[src/rtl/sccb_config_ctrl_if.sv]
// SCCB bus and configuration-table port bundle for sccb_config_ctrl.
// master: the configuration controller. slave: the camera/ROM side (bench or board glue).
interface sccb_config_ctrl_if;
  logic [7:0]  tbl_addr;  // table entry index
  logic [15:0] tbl_data;  // {reg, val}, one cycle after tbl_addr
  logic        sioc;      // SCCB clock, push-pull
  logic        siod_oe;   // 1 = pull SIOD low, 0 = release
  logic        siod_in;   // sampled SIOD pin

  modport master (
    output tbl_addr,
    input  tbl_data,
    output sioc,
    output siod_oe,
    input  siod_in
  );

  modport slave (
    input  tbl_addr,
    output tbl_data,
    input  sioc,
    input  siod_oe,
    output siod_in
  );
endinterface

[src/rtl/sccb_config_ctrl.sv]
// OV7670 power-up configuration sequencer over SCCB.
// Walks a synchronous register table of {reg, val} entries, issuing one
// 3-phase SCCB write per entry. 16'hFFF0 inserts a DELAY_CYCLES pause,
// 16'hFFFF ends the table. Entry 255 is always the last entry processed.
// Optional build macro SCCB_READBACK_EN: after each write, set the register
// pointer with a 2-phase write, read the register back and flag a mismatch
// on verify_err.
module sccb_config_ctrl #(
  parameter int         QDIV         = 125,
  parameter int         DELAY_CYCLES = 500000,
  parameter logic [7:0] DEV_ID       = 8'h42
) (
  input  logic               clk_50,
  input  logic               reset,
  input  logic               start,
  sccb_config_ctrl_if.master bus,
  output logic               busy,
  output logic               done,
  output logic               ack_err,
  output logic [7:0]         entry_cnt
`ifdef SCCB_READBACK_EN
  ,
  output logic               verify_err
`endif
);

  localparam int QW = (QDIV > 1) ? $clog2(QDIV) : 1;
  localparam int DW = (DELAY_CYCLES > 1) ? $clog2(DELAY_CYCLES + 1) : 1;

  localparam logic [3:0] S_IDLE   = 4'd0;
  localparam logic [3:0] S_FETCH  = 4'd1;
  localparam logic [3:0] S_DECODE = 4'd2;
  localparam logic [3:0] S_START  = 4'd3;
  localparam logic [3:0] S_BYTE   = 4'd4;
  localparam logic [3:0] S_STOP   = 4'd5;
  localparam logic [3:0] S_GAP    = 4'd6;
  localparam logic [3:0] S_DELAY  = 4'd7;
  localparam logic [3:0] S_DONE   = 4'd8;

  logic [3:0]    state_q, state_d;
  logic [QW-1:0] qcnt_q, qcnt_d;
  logic [1:0]    qidx_q, qidx_d;      // quarter within the current bit/condition
  logic [3:0]    bit_q, bit_d;        // 0..7 data bits, 8 = don't-care bit
  logic [1:0]    phase_q, phase_d;    // byte index within the transaction
  logic [7:0]    reg_q, reg_d;
  logic [7:0]    val_q, val_d;
  logic [DW-1:0] dly_q, dly_d;
  logic          sioc_q, sioc_d;
  logic          siod_oe_q, siod_oe_d;
  logic          busy_q, busy_d;
  logic          done_q, done_d;
  logic          ack_err_q, ack_err_d;
  logic [7:0]    tbl_addr_q, tbl_addr_d;
  logic [7:0]    entry_cnt_q, entry_cnt_d;

  logic          tick;
  logic          advance;
  logic [7:0]    tx_byte;
  logic [1:0]    last_phase;

`ifdef SCCB_READBACK_EN
  localparam logic [1:0] OP_WRITE = 2'd0;  // full register write
  localparam logic [1:0] OP_ADDR  = 2'd1;  // pointer write before read
  localparam logic [1:0] OP_READ  = 2'd2;  // read the register back

  logic [1:0] op_q, op_d;
  logic [7:0] rdata_q, rdata_d;
  logic       verify_err_q, verify_err_d;
  logic       is_read;

  assign is_read    = (op_q == OP_READ);
  assign last_phase = (op_q == OP_WRITE) ? 2'd2 : 2'd1;
  assign verify_err = verify_err_q;
`else
  assign last_phase = 2'd2;
`endif

  assign tick = (qcnt_q == QW'(QDIV - 1));

  assign bus.sioc     = sioc_q;
  assign bus.siod_oe  = siod_oe_q;
  assign bus.tbl_addr = tbl_addr_q;
  assign busy         = busy_q;
  assign done         = done_q;
  assign ack_err      = ack_err_q;
  assign entry_cnt    = entry_cnt_q;

  // Byte transmitted in the current phase; the read data phase sends all ones
  // so SIOD stays released while the camera drives it.
  always_comb begin
    tx_byte = DEV_ID;
    case (phase_q)
`ifdef SCCB_READBACK_EN
      2'd0:    tx_byte = is_read ? (DEV_ID | 8'h01) : DEV_ID;
      2'd1:    tx_byte = is_read ? 8'hFF : reg_q;
`else
      2'd0:    tx_byte = DEV_ID;
      2'd1:    tx_byte = reg_q;
`endif
      default: tx_byte = val_q;
    endcase
  end

  // Next-state logic: cycle-level table handling, quarter-level bus sequencing.
  always_comb begin
    state_d     = state_q;
    qcnt_d      = tick ? '0 : qcnt_q + 1'b1;
    qidx_d      = qidx_q;
    bit_d       = bit_q;
    phase_d     = phase_q;
    reg_d       = reg_q;
    val_d       = val_q;
    dly_d       = dly_q;
    sioc_d      = sioc_q;
    siod_oe_d   = siod_oe_q;
    busy_d      = busy_q;
    done_d      = done_q;
    ack_err_d   = ack_err_q;
    tbl_addr_d  = tbl_addr_q;
    entry_cnt_d = entry_cnt_q;
    advance     = 1'b0;
`ifdef SCCB_READBACK_EN
    op_d         = op_q;
    rdata_d      = rdata_q;
    verify_err_d = verify_err_q;
`endif

    case (state_q)
      S_IDLE: begin
        if (start) begin
          state_d     = S_FETCH;
          busy_d      = 1'b1;
          done_d      = 1'b0;
          ack_err_d   = 1'b0;
          tbl_addr_d  = 8'd0;
          entry_cnt_d = 8'd0;  // count restarts with each sequence
`ifdef SCCB_READBACK_EN
          verify_err_d = 1'b0;
`endif
        end
      end

      S_FETCH: state_d = S_DECODE;

      S_DECODE: begin
        qidx_d = 2'd0;
        if (bus.tbl_data == 16'hFFFF) begin
          state_d = S_DONE;
        end else if (bus.tbl_data == 16'hFFF0) begin
          state_d = S_DELAY;
          dly_d   = '0;
        end else begin
          reg_d   = bus.tbl_data[15:8];
          val_d   = bus.tbl_data[7:0];
          state_d = S_START;
`ifdef SCCB_READBACK_EN
          op_d = OP_WRITE;
`endif
        end
      end

      S_START: begin
        if (tick) begin
          if (qidx_q == 2'd0) begin
            sioc_d    = 1'b1;
            siod_oe_d = 1'b0;
            qidx_d    = 2'd1;
          end else begin
            siod_oe_d = 1'b1;  // SIOD falls with SIOC high
            qidx_d    = 2'd0;
            bit_d     = 4'd0;
            phase_d   = 2'd0;
            state_d   = S_BYTE;
          end
        end
      end

      S_BYTE: begin
        if (tick) begin
          qidx_d = qidx_q + 2'd1;
          case (qidx_q)
            2'd0: sioc_d = 1'b0;
            2'd1: siod_oe_d = (bit_q == 4'd8) ? 1'b0 : ~tx_byte[~bit_q[2:0]];
            2'd2: sioc_d = 1'b1;
            default: begin
              if (bit_q != 4'd8) begin
`ifdef SCCB_READBACK_EN
                if (is_read && phase_q == 2'd1) rdata_d = {rdata_q[6:0], bus.siod_in};
`endif
                bit_d = bit_q + 4'd1;
              end else begin
`ifdef SCCB_READBACK_EN
                // Ninth bit of the read byte is our own NA, not the camera's.
                if (is_read && phase_q == 2'd1) begin
                  if (rdata_q != val_q) verify_err_d = 1'b1;
                end else if (bus.siod_in) begin
                  ack_err_d = 1'b1;
                end
`else
                if (bus.siod_in) ack_err_d = 1'b1;
`endif
                bit_d = 4'd0;
                if (phase_q == last_phase) state_d = S_STOP;
                else phase_d = phase_q + 2'd1;
              end
            end
          endcase
        end
      end

      S_STOP: begin
        if (tick) begin
          qidx_d = qidx_q + 2'd1;
          if (qidx_q == 2'd0) begin
            sioc_d    = 1'b0;
            siod_oe_d = 1'b1;
          end else if (qidx_q == 2'd1) begin
            sioc_d = 1'b1;
          end else begin
            siod_oe_d = 1'b0;  // SIOD rises with SIOC high
            qidx_d    = 2'd0;
            state_d   = S_GAP;
`ifdef SCCB_READBACK_EN
            if (op_q == OP_WRITE) entry_cnt_d = entry_cnt_q + 8'd1;
`else
            entry_cnt_d = entry_cnt_q + 8'd1;
`endif
          end
        end
      end

      S_GAP: begin
        if (tick) begin
          qidx_d = qidx_q + 2'd1;
          if (qidx_q == 2'd3) begin
`ifdef SCCB_READBACK_EN
            if (op_q == OP_WRITE) begin
              op_d    = OP_ADDR;
              state_d = S_START;
            end else if (op_q == OP_ADDR) begin
              op_d    = OP_READ;
              state_d = S_START;
            end else begin
              op_d    = OP_WRITE;
              advance = 1'b1;
            end
`else
            advance = 1'b1;
`endif
          end
        end
      end

      S_DELAY: begin
        dly_d = dly_q + 1'b1;
        if (dly_q == DW'(DELAY_CYCLES - 1)) advance = 1'b1;
      end

      S_DONE: begin
        busy_d  = 1'b0;
        done_d  = 1'b1;
        state_d = S_IDLE;
      end

      default: state_d = S_IDLE;
    endcase

    // Move to the next table entry; entry 255 never wraps back to 0.
    if (advance) begin
      if (tbl_addr_q == 8'hFF) begin
        state_d = S_DONE;
      end else begin
        tbl_addr_d = tbl_addr_q + 8'd1;
        state_d    = S_FETCH;
      end
    end
  end

  // State registers; reset releases the bus without a stop condition.
  always_ff @(posedge clk_50) begin
    if (reset) begin
      state_q     <= S_IDLE;
      qcnt_q      <= '0;
      qidx_q      <= 2'd0;
      bit_q       <= 4'd0;
      phase_q     <= 2'd0;
      reg_q       <= 8'd0;
      val_q       <= 8'd0;
      dly_q       <= '0;
      sioc_q      <= 1'b1;
      siod_oe_q   <= 1'b0;
      busy_q      <= 1'b0;
      done_q      <= 1'b0;
      ack_err_q   <= 1'b0;
      tbl_addr_q  <= 8'd0;
      entry_cnt_q <= 8'd0;
`ifdef SCCB_READBACK_EN
      op_q         <= OP_WRITE;
      rdata_q      <= 8'd0;
      verify_err_q <= 1'b0;
`endif
    end else begin
      state_q     <= state_d;
      qcnt_q      <= qcnt_d;
      qidx_q      <= qidx_d;
      bit_q       <= bit_d;
      phase_q     <= phase_d;
      reg_q       <= reg_d;
      val_q       <= val_d;
      dly_q       <= dly_d;
      sioc_q      <= sioc_d;
      siod_oe_q   <= siod_oe_d;
      busy_q      <= busy_d;
      done_q      <= done_d;
      ack_err_q   <= ack_err_d;
      tbl_addr_q  <= tbl_addr_d;
      entry_cnt_q <= entry_cnt_d;
`ifdef SCCB_READBACK_EN
      op_q         <= op_d;
      rdata_q      <= rdata_d;
      verify_err_q <= verify_err_d;
`endif
    end
  end

endmodule

[src/flat_wrapper.sv]
// flat-port wrapper written by rule: the top's interface ports become plain ports
module sccb_config_ctrl_flat 
#(
  parameter int         QDIV         = 125,
  parameter int         DELAY_CYCLES = 500000,
  parameter logic [7:0] DEV_ID       = 8'h42
)
  (clk_50, reset, start, busy, done, ack_err, entry_cnt, bus_tbl_addr, bus_tbl_data, bus_sioc, bus_siod_oe, bus_siod_in);
  sccb_config_ctrl_if bus_i ();
  input  logic clk_50;
  input  logic reset;
  input  logic start;
  output logic busy;
  output logic done;
  output logic ack_err;
  output logic [7:0] entry_cnt;
  output wire logic [$bits(bus_i.tbl_addr)-1:0] bus_tbl_addr;
  input wire logic [$bits(bus_i.tbl_data)-1:0] bus_tbl_data;
  output wire logic [$bits(bus_i.sioc)-1:0] bus_sioc;
  output wire logic [$bits(bus_i.siod_oe)-1:0] bus_siod_oe;
  input wire logic [$bits(bus_i.siod_in)-1:0] bus_siod_in;
  assign bus_tbl_addr = bus_i.tbl_addr;
  assign bus_i.tbl_data = bus_tbl_data;
  assign bus_sioc = bus_i.sioc;
  assign bus_siod_oe = bus_i.siod_oe;
  assign bus_i.siod_in = bus_siod_in;
  sccb_config_ctrl #(.QDIV(QDIV), .DELAY_CYCLES(DELAY_CYCLES), .DEV_ID(DEV_ID)) u_core (.clk_50(clk_50), .reset(reset), .start(start), .bus(bus_i), .busy(busy), .done(done), .ack_err(ack_err), .entry_cnt(entry_cnt));
endmodule
[config.mk]
export PLATFORM = sky130hd
export DESIGN_NAME = sccb_config_ctrl_flat
export DESIGN_NICKNAME = d
export VERILOG_FILES = /design/src/rtl/sccb_config_ctrl_if.sv /design/src/rtl/sccb_config_ctrl.sv /design/src/flat_wrapper.sv
export SDC_FILE = /design/constraint.sdc
export NUM_CORES = 1
export LEC_CHECK = 0
export ABC_AREA = 1
export BUFFER_PORTS_ARGS = -buffer_cell sky130_fd_sc_hd__buf_2
export CORE_UTILIZATION = 64
export CTS_CLUSTER_SIZE = 10
export DETAILED_ROUTE_END_ITERATION = 10
export GPL_TIMING_DRIVEN = 1
export PLACE_DENSITY = 0.93
export SLEW_MARGIN = 20
export SYNTH_ARGS = -nofsm -noshare
export SYNTH_HDL_FRONTEND = slang
export SYNTH_SLANG_ARGS = --single-unit
[constraint.sdc]
create_clock -name clk_50 -period 3.57 [get_ports clk_50]
set_input_delay 0.1785 -clock clk_50 [delete_from_list [all_inputs] [get_ports clk_50]]
set_output_delay 0.1785 -clock clk_50 [all_outputs]
set_load 0.005 [all_outputs]
==> results of run 1 <==
-- power by group --
group / switching, mW / internal (mW) / total, mW
registers: 0.0509 / 0.896 / 0.947
logic: 0.298 / 0.125 / 0.423
clock network: 0.316 / 0.363 / 0.680
-- stage by stage --
step                      setup WS, ns  hold slack, ns  utilization [%]  power [mW]
after global routing              1.21           0.119             74.0        2.15
final                             1.41           0.122             74.0        2.05
after CTS                         1.48           0.112             74.0        2.05
after floorplan                   1.92           0.343                -        1.30
after global placement            1.63           0.442             70.7        1.36
after detailed placement          1.49           0.454             70.7        1.38
-- synth_stat cells --
library cell	number
and3_1	4
dfxtp_1	75
o21ai_2	1
or2_0	2
o21ai_1	2
clkbuf_1	6
nand2_1	169
ha_1	17
buf_4	1
nand2_2	6
xnor2_1	3
nor3b_1	3
nor3_4	1
buf_2	8
nand2_4	2
inv_1	61
inv_2	8
nand3b_1	1
a22o_1	1
a21oi_1	69
or2_2	3
nand4_1	11
nand3_1	54
o21ai_0	23
clkinv_4	1
a31o_2	1
nor3_1	24
o21a_1	1
nor2_4	5
nor2_1	66
a31oi_1	1
nor2_2	2
a211oi_1	1
buf_6	1
nand3_2	3
xor2_1	12
-- flip-flops by register name, indices dropped and copies added (netlist names) --
| register | count |
|---|---|
| u_core.ack_err | 1 |
| u_core.bit_q | 4 |
| u_core.bus.sioc | 1 |
| u_core.bus.siod_oe | 1 |
| u_core.bus.tbl_addr | 8 |
| u_core.busy | 1 |
| u_core.dly_q | 19 |
| u_core.done | 1 |
| u_core.entry_cnt | 8 |
| u_core.phase_q | 2 |
| u_core.qcnt_q | 7 |
| u_core.qidx_q | 2 |
| u_core.reg_q | 8 |
| u_core.state_q | 4 |
| u_core.val_q | 8 |
-- area by class of cell --
| class | instances | area [um2] |
|---|---|---|
| repair buffers | 41 | 208 |
| clock inverters | 5 | 60.1 |
| multi-input cells | 488 | 2460 |
| clock buffers | 11 | 151 |
| inverters | 70 | 268 |
| well taps | 77 | 96.3 |
| flip-flops and latches | 75 | 1500 |
| fillers | 506 | 1670 |
-- tightest hold or removal path: stages --
cell and delay [ns]:
buf_2 0.11, nand3_1 0.08, a21oi_1 0.06
-- cell families after synthesis --
| logic type | Yosys count | synth area share, % |
|---|---|---|
| and+or+nand+nor | 356 | 37.1 |
| xor gates and xnor gates | 15 | 3.04 |
| AOI/OAI and AO/OA | 100 | 12.0 |
| adders and majority gates | 17 | 4.93 |
| DFF | 75 | 34.8 |
| buffers and inverters | 86 | 8.09 |
-- final timing paths --
| check | startpoint | end | depth (start not counted) |
|---|---|---|---|
| worst min register to register | u_core.done | u_core.done | 2 |
| worst min-delay path | bus_tbl_data[8] | u_core.reg_q[0] | 3 |
| worst max-delay path | u_core.state_q[1] | u_core.reg_q[1] | 7 |
| worst max register to register | u_core.state_q[1] | u_core.reg_q[1] | 7 |
-- routing by layer --
metal | routed length (um) | vias to the layer above | part of all wire (%)
met2 | 5040 | 132 | 49
met5 | 0 | - | 0
met4 | 216 | 0 | 2.1
met3 | 531 | 25 | 5.2
li1 | - | 2185 | -
met1 | 4430 | 1965 | 43
==> results.yml, run 1 <==
global_route:
  antenna_found_initial: 0
  grt_max_degree: 46
  grt_util_met3_pct: 7.22
  gr-total-overflow: 0
  track_usage_pct: 29.9
  grt_busiest_layer: "met2"
  use_met1_pct: 34.5
  grt_first_pass_wirelength_um: 17300
  use_met2_pct: 52.8
  grt_pass1_vias: 4127
detailed_routing:
  wirelength_um: 10200
  detailedRoute.firstIterationViolations: 325
  drt-pass1-iter-count: 8
  drtAntennaViolNets: 0
  via_per_inst: 5.62
  drc: 9
  vias: 4307
  wl_per_cell_um: 13.3
critical_path:
  crit_arrival_ns: 2.38
  cp_top_family: "simple AND/OR/NAND/NOR gates"
  cp_common_cell: "nand2_1"
  path_class: "reg2reg"
  crit_path_top_delay_cell: "dfxtp_1"
  reg2reg_slack_ns: 1.41
  cp-start-kind: "flop"
  critPathBufInv: 1
  critPathCaptureType: "flop"
  path_cells: "nand2_1 > nor2_2 > inv_1 > nor2_4 > nand2_1 > o21ai_0 > a21oi_1"
  worstPathMaxFanout: 20
  crit_required_ns: 3.79
  slowest_delay_ns: 0.50
sta:
  hold_viol_final: 0
  slew_headroom_pct: 47.3
  fmax_mhz: 463
  setup_viol: 0
  period_share_pct: 60.5
  slew_viol_final: 0
  finalClockSkew_ns: 0.00608
  tightest_slew_ns: 0.790
  setup-tns-final_ns: 0
  fin_crit_ns: 2.16
  rsz0062_at_grt: "no"
placement:
  placed_cell_area_mm2: 0.00454
  port_buffers: 40
  gp_congestion: 0.987
  dp_hpwl_um: 7540
  dp_cells: 751
die:
  initial_core_util_pct: 67.2
  die_width_um: 84.1
  die_area_mm2: 0.00708
  pin_count: 41
  core-area_mm2: 0.00642
  placementRows: 29
  die_y_um: 84.1
clock_tree:
  ctsResizeCount: 0
  postCtsHoldBufs: 0
  clk_pin_slew_worst_paths_ns: 0.08
  cts.path.max_buffers: 2
  postCtsSetupRepairBufs: 0
  cts_max_level: 3
  clock_sinks: 75
  clock_latency_ns: 0.34
  tritoncts: "yes"
  numCtsBuffers: 9
  clockRootBuffer: "clkbuf_8"
synthesis:
  synth.area.top_cells: "dfxtp_1 (35%), nand2_1 (15%), a21oi_1 (8.0%)"
  ys_warn_count: 0
  ys_types: 36
  synth_top_area_share_pct: 34.8
  netlist_instances: 649
  syn-mean-instance-area_um2: 6.65
  syn_area_mm2: 0.00432
  synth_nets: 686
  ys_ff_latch: 75
  synth_top_area_cell: "dfxtp_1"
  ys_seq_area_share_pct: 34.8
layout:
  layout-drive-gt1-share_pct: 13.0
  stdcell_area_mm2: 0.00475
  final_cell_mix: "nand2_1 (169), dfxtp_1 (75), a21oi_1 (69), nor2_1 (66), inv_1 (61)"
  diodes: 0
  finalNonFillerCells: 767
  final_common_cell: "nand2_1"
  nNetsFinal: 722
  area_growth_pct: 10.1
status:
  status: "complete, but fails checks"
  violations: "design-rule violations"
pwr:
  vdd_drop_max_v: 0.000338
  cellPowerDensity_mw_per_mm2: 431
  p_leak_nw: 1.94
min_path:
  hold_class: "in2reg"
run:
  max-cap-violations: 0
No activity file was read; power rests on OpenSTA's default activity.
==> inputs of run 2 (changes only) <==
--- a/config.mk
+++ b/config.mk
@@ -5,13 +5,13 @@
 export SDC_FILE = /design/constraint.sdc
 export NUM_CORES = 1
 export LEC_CHECK = 0
-export ABC_AREA = 1
+export ABC_AREA = 0
 export BUFFER_PORTS_ARGS = -buffer_cell sky130_fd_sc_hd__buf_2
-export CORE_UTILIZATION = 64
+export CORE_UTILIZATION = 54
 export CTS_CLUSTER_SIZE = 10
 export DETAILED_ROUTE_END_ITERATION = 10
 export GPL_TIMING_DRIVEN = 1
-export PLACE_DENSITY = 0.93
+export PLACE_DENSITY = 0.85
 export SLEW_MARGIN = 20
 export SYNTH_ARGS = -nofsm -noshare
 export SYNTH_HDL_FRONTEND = slang
==> constraint.sdc (replaced) <==
create_clock -name clk_50 -period 1.9 [get_ports clk_50]
set_input_delay 0.095 -clock clk_50 [delete_from_list [all_inputs] [get_ports clk_50]]
set_output_delay 0.095 -clock clk_50 [all_outputs]
set_load 0.005 [all_outputs]
==> results.yml, run 2 <==
synthesis:
  synth_xor_area_share_pct: 3.50
  syn_area_mm2: 0.00426
  synth_top_area_cell: "dfxtp_1"
  synth_nets: 528
  ys_ff_latch: 75
  synthSimpleGateAreaFrac_pct: 27.1
  synthTopCellsByCount: "dfxtp_1 (75), nor2_1 (56), nand2_1 (29)"
  netlist_instances: 491
  ys_warn_count: 0
  synth_top_family_by_area: "simple AND/OR/NAND/NOR gates"
  post-synth-top-count-cell: "dfxtp_1"
  synth-edff-count: 0
  syn-mean-instance-area_um2: 8.67
  synthFlopType: "dfxtp_1"
  ys_types: 73
  synth-adder-area-share_pct: 5.00
  synth_top_area_share_pct: 35.3
  synth-compound-area-share_pct: 18.0
  async_reset_ff_share_pct: 0
  synth.area.top_cells: "dfxtp_1 (35%), ha_1 (5.0%), nor2_1 (4.9%)"
  ys_seq_area_share_pct: 35.3
  muxShareOfSynthArea_pct: 5.23
layout:
  fin_util_pct: 78.7
  diodes: 0
  fill_cells: 448
  ff_latch_area_mm2: 0.00152
  final_cell_mix: "buf_4 (87), dfxtp_1 (66), nor2_1 (53), buf_2 (40), nand2_1 (27)"
  nNetsFinal: 666
  layout-drive-gt1-share_pct: 40.1
  final_common_cell: "buf_4"
  multi_input_area_mm2: 0.00299
  area_growth_pct: 42.1
  largest_register_ff_count: 19
  top_register: "u_core.dly_q"
clock_tree:
  clk_pin_slew_worst_paths_ns: 0.09
  cts_max_level: 3
  numCtsBuffers: 9
  tritoncts: "yes"
  clock_sinks: 75
  cts.path.max_buffers: 2
  clockRootBuffer: "clkbuf_8"
  clock_latency_ns: 0.38
sta:
  slew_viol_final: 0
  finalClockSkew_ns: 0.00721
  setup-tns-final_ns: -3.65
  hold_viol_final: 0
  slew_headroom_pct: 48.8
  period_share_pct: 116
  fmax_mhz: 453
  fin_crit_ns: 2.21
  final.setup.worst_slack_ns: -0.308
  tightest_slew_ns: 0.766
  rsz0062_at_grt: "yes"
  timing.hold.ws_ns: 0.00595
  setup_viol: 49
critical_path:
  worstPathMaxFanout: 4
  slowest_delay_ns: 0.51
  crit_arrival_ns: 2.52
  r2r_cells: 7
  r2r_end: "u_core.phase_q[1]"
  cp-start-kind: "flop"
  critPathBufInv: 1
  r2r-start: "u_core.bit_q[0]"
  crit_required_ns: 2.21
  critPathCaptureType: "flop"
  path_cells: "inv_1 > ha_1 > and3b_1 > a21oi_2 > or4_4 > or4b_1 > a21oi_1"
  crit_path_top_delay_cell: "or4_4"
  cp_top_family: "simple AND/OR/NAND/NOR gates"
  path_class: "reg2reg"
  reg2reg_slack_ns: -0.31
die:
  die_y_um: 90.8
  initial_core_util_pct: 55.4
  core-area_mm2: 0.00769
  die_area_mm2: 0.00824
  placementRows: 32
  die_width_um: 90.8
  pin_count: 41
detailed_routing:
  detailedRoute.firstIterationViolations: 442
  wirelength_um: 15800
  drtAntennaViolNets: 0
  wl_per_cell_um: 21.5
  drt-pass1-iter-count: 7
  via_per_inst: 6.65
  vias: 4896
  drc: 0
min_path:
  hold_class: "in2reg"
  hold_start: "bus_tbl_data[9]"
  hold_depth: 3
  whs_endpoint: "u_core.reg_q[1]"
status:
  status: "complete, but fails checks"
  violations: "negative setup slack"
global_route:
  grt_pass1_vias: 4271
  gr-total-overflow: 0
  grt_first_pass_wirelength_um: 20200
  grt_max_degree: 24
  track_usage_pct: 30.3
  antenna_found_initial: 0
placement:
  dp_hpwl_um: 7730
  gp_congestion: 0.904
  port_buffers: 40
  pre_cts_slack_ns: -0.206
run:
  max-cap-violations: 0
pwr:
  vdd_drop_max_v: 0.000595
  total_power_mw: 4.66
  cellPowerDensity_mw_per_mm2: 769
  p_leak_nw: 2.32
==> run 2: tightest hold or removal path: cells and delay by family <==
kind / cells / cell delay [ns]
mux: 1 / 0.06
buf+inv: 1 / 0.10
simple gates: 1 / 0.09
==> run 2: cell families (layout without fill, tap and decap cells) <==
logic type,Yosys count,count (layout)
buf+inv,47,186
fa+ha+maj,17,17
mux,22,22
simple gates,203,204
compound gates,110,113
xor+xnor,17,17
flops,75,75
==> run 2: what timing repair did <==
item / 4_1_cts / 5_1_grt
setup buffers: 11 / 14
cloned: 2 / 3
gates resized for setup: 30 / 69
pin swaps: 24 / 38
setup endpoints to repair: 47 / 52
hold buffers: 10 / 1
endpoints found under the hold margin: 10 / 1
==> run 2: area by class of cell <==
| class | instances | share of cell area, % |
|---|---|---|
| well taps | 102 | 2.11 |
| flip-flops and latches | 75 | 25.2 |
| clock buffers | 11 | 2.34 |
| clock inverters | 5 | 1.01 |
| repair buffers | 152 | 18.9 |
| inverters | 18 | 1.12 |
| multi-input cells | 373 | 49.4 |
==> run 2: power breakdown <==
part	internal [mW]	switching [mW]
sequential	1.69	0.117
clock	0.648	0.691
combinational	0.723	0.782
==> run 2: per-layer routing <==
metal  track usage, %  vias up  wire [um]
li1                 -     2107          -
met1             35.1     2327       5520
met2             52.4      332       7910
met3             6.48      130       1250
met4             15.2        0       1150
met5                0        -          0
==> run 2: metrics by stage <==
step	instance area, um2	instances
after global placement	5050	679
final	6050	736
after detailed placement	5050	679
after global routing	6050	736
after floorplan	4350	491
after CTS	5570	718
==> run 2: how the worst max path moves through the flow <==
stage / depth (start not counted) / to / from
detailed placement: 6 / u_core.phase_q[0] / u_core.state_q[2]
finish: 7 / u_core.phase_q[1] / u_core.bit_q[0]
global route: 7 / u_core.phase_q[1] / u_core.qcnt_q[0]
global placement: 7 / u_core.phase_q[0] / u_core.qcnt_q[0]
CTS: 7 / u_core.phase_q[1] / u_core.qcnt_q[0]
floorplan: 8 / u_core.phase_q[0] / u_core.qcnt_q[0]
==> inputs of run 3 (changes only) <==
--- a/config.mk
+++ b/config.mk
@@ -7,11 +7,13 @@
 export LEC_CHECK = 0
 export ABC_AREA = 0
 export BUFFER_PORTS_ARGS = -buffer_cell sky130_fd_sc_hd__buf_2
-export CORE_UTILIZATION = 54
+export CELL_PAD_IN_SITES_DETAIL_PLACEMENT = 0
+export CELL_PAD_IN_SITES_GLOBAL_PLACEMENT = 2
+export CORE_UTILIZATION = 33
 export CTS_CLUSTER_SIZE = 10
 export DETAILED_ROUTE_END_ITERATION = 10
 export GPL_TIMING_DRIVEN = 1
-export PLACE_DENSITY = 0.85
+export PLACE_DENSITY = 0.84
 export SLEW_MARGIN = 20
 export SYNTH_ARGS = -nofsm -noshare
 export SYNTH_HDL_FRONTEND = slang
==> results.yml, run 3 (same netlist as run 2, synthesis figures left out) <==
placement:
  pre_cts_slack_ns: -0.210
  dp_cells: 763
  port_buffers: 40
  dp_hpwl_um: 8180
  gp_congestion: 0.795
  placed_cell_area_mm2: 0.00524
global_route:
  grt_first_pass_wirelength_um: 19600
  gr-total-overflow: 0
  antenna_found_initial: 0
  track_usage_pct: 18.9
  grt_pass1_vias: 4103
  grt_max_degree: 20
die:
  die_y_um: 116
  die_area_mm2: 0.0134
  pin_count: 41
  initial_core_util_pct: 33.7
  core-area_mm2: 0.0126
  die_width_um: 116
  placementRows: 41
detailed_routing:
  wl_per_cell_um: 15.3
  drc: 0
  via_per_inst: 5.22
  drtAntennaViolNets: 0
  drt-pass1-iter-count: 4
  vias: 4153
  wirelength_um: 12200
  detailedRoute.firstIterationViolations: 241
status:
  violations: "negative setup slack"
  status: "complete, but fails checks"
sta:
  rsz0062_at_grt: "yes"
  timing.hold.ws_ns: 0.0109
  fin_crit_ns: 2.07
  slew_headroom_pct: 45.1
  hold_viol_final: 0
  setup-tns-final_ns: -0.785
  slew_viol_final: 0
  period_share_pct: 109
  tightest_slew_ns: 0.823
  fmax_mhz: 482
  final.setup.worst_slack_ns: -0.174
  setup_viol: 14
  finalClockSkew_ns: 0.00466
critical_path:
  crit_required_ns: 2.18
  worstPathMaxFanout: 4
  path_class: "reg2reg"
  crit_arrival_ns: 2.35
  critPathCaptureType: "flop"
  cp-start-kind: "flop"
clock_tree:
  tritoncts: "yes"
  clock_sinks: 75
  clockRootBuffer: "clkbuf_16"
  clk_pin_slew_worst_paths_ns: 0.06
  clock_latency_ns: 0.34
  numCtsBuffers: 9
  cts.path.max_buffers: 2
  cts_max_level: 3
layout:
  top_register: "u_core.dly_q"
  fill_cells: 1247
  area_growth_pct: 42.2
  largest_register_ff_count: 19
  stdcell_area_mm2: 0.00605
  diodes: 0
  final_common_cell: "buf_4"
  fin_util_pct: 48.0
  nNetsFinal: 656
  layout-drive-gt1-share_pct: 39.2
  finalNonFillerCells: 795
  final_cell_mix: "buf_4 (89), dfxtp_1 (67), nor2_1 (53), buf_2 (41), nand2_1 (29)"
pwr:
  cellPowerDensity_mw_per_mm2: 782
  total_power_mw: 4.73
  vdd_drop_max_v: 0.000416
  p_leak_nw: 2.33
run:
  max-cap-violations: 0
min_path:
  hold_class: "in2reg"
run 3: what timing repair did:
| action | 4_1_cts | 5_1_grt |
|---|---|---|
| resized for setup | 24 | 64 |
| pin swaps | 11 | 22 |
| endpoints found under the hold margin | 3 | 0 |
| hold buffers | 3 | 0 |
| cloned | 2 | 1 |
| buffers inserted | 8 | 7 |
| setup endpoints to repair | 41 | 44 |
run 3: power breakdown:
| group | total [mW] | switching [mW] | internal, mW |
|---|---|---|---|
| clock | 1.64 | 0.662 | 0.980 |
| sequential | 1.80 | 0.107 | 1.70 |
| combinational | 1.29 | 0.654 | 0.636 |
| total | 4.73 | 1.42 | 3.31 |
run 3: worst paths after layout:
kind	start	end	slack [ns]	cells past startpoint
worst max-delay path	u_core.qcnt_q[0]	u_core.phase_q[1]	-0.17	7
worst min-delay path	bus_tbl_data[11]	u_core.reg_q[3]	0.01	3
worst max register to register	u_core.qcnt_q[0]	u_core.phase_q[1]	-0.17	7
worst min register to register	u_core.val_q[3]	u_core.val_q[3]	0.49	2
run 3: final cells by class:
type | count | area, um2 | share of cell area, %
inverter | 18 | 67.6 | 1.12
tap | 172 | 215 | 3.55
clock inverter | 2 | 10.0 | 0.165
timing repair buffer | 144 | 1040 | 17.3
multi-input combinational | 371 | 2920 | 48.3
sequential | 75 | 1520 | 25.2
clock buffer | 13 | 270 | 4.46
run 3: per-layer routing:
metal | track usage [%] | share of wire [%] | routed length [um]
met1 | 24.1 | 46 | 5550
met2 | 31.3 | 49 | 6010
met3 | 5.02 | 3.7 | 446
met4 | 5.19 | 1.2 | 151
met5 | 0 | 0 | 0
run 3: worst max-delay path, stage by stage, from the launching register on:
cell and delay [ns]:
dfxtp_2 0.32, inv_2 0.06, ha_4 0.13, nand4_4 0.07
or2_4 0.25, or4_4 0.54, or4b_4 0.50, a21oi_2 0.12
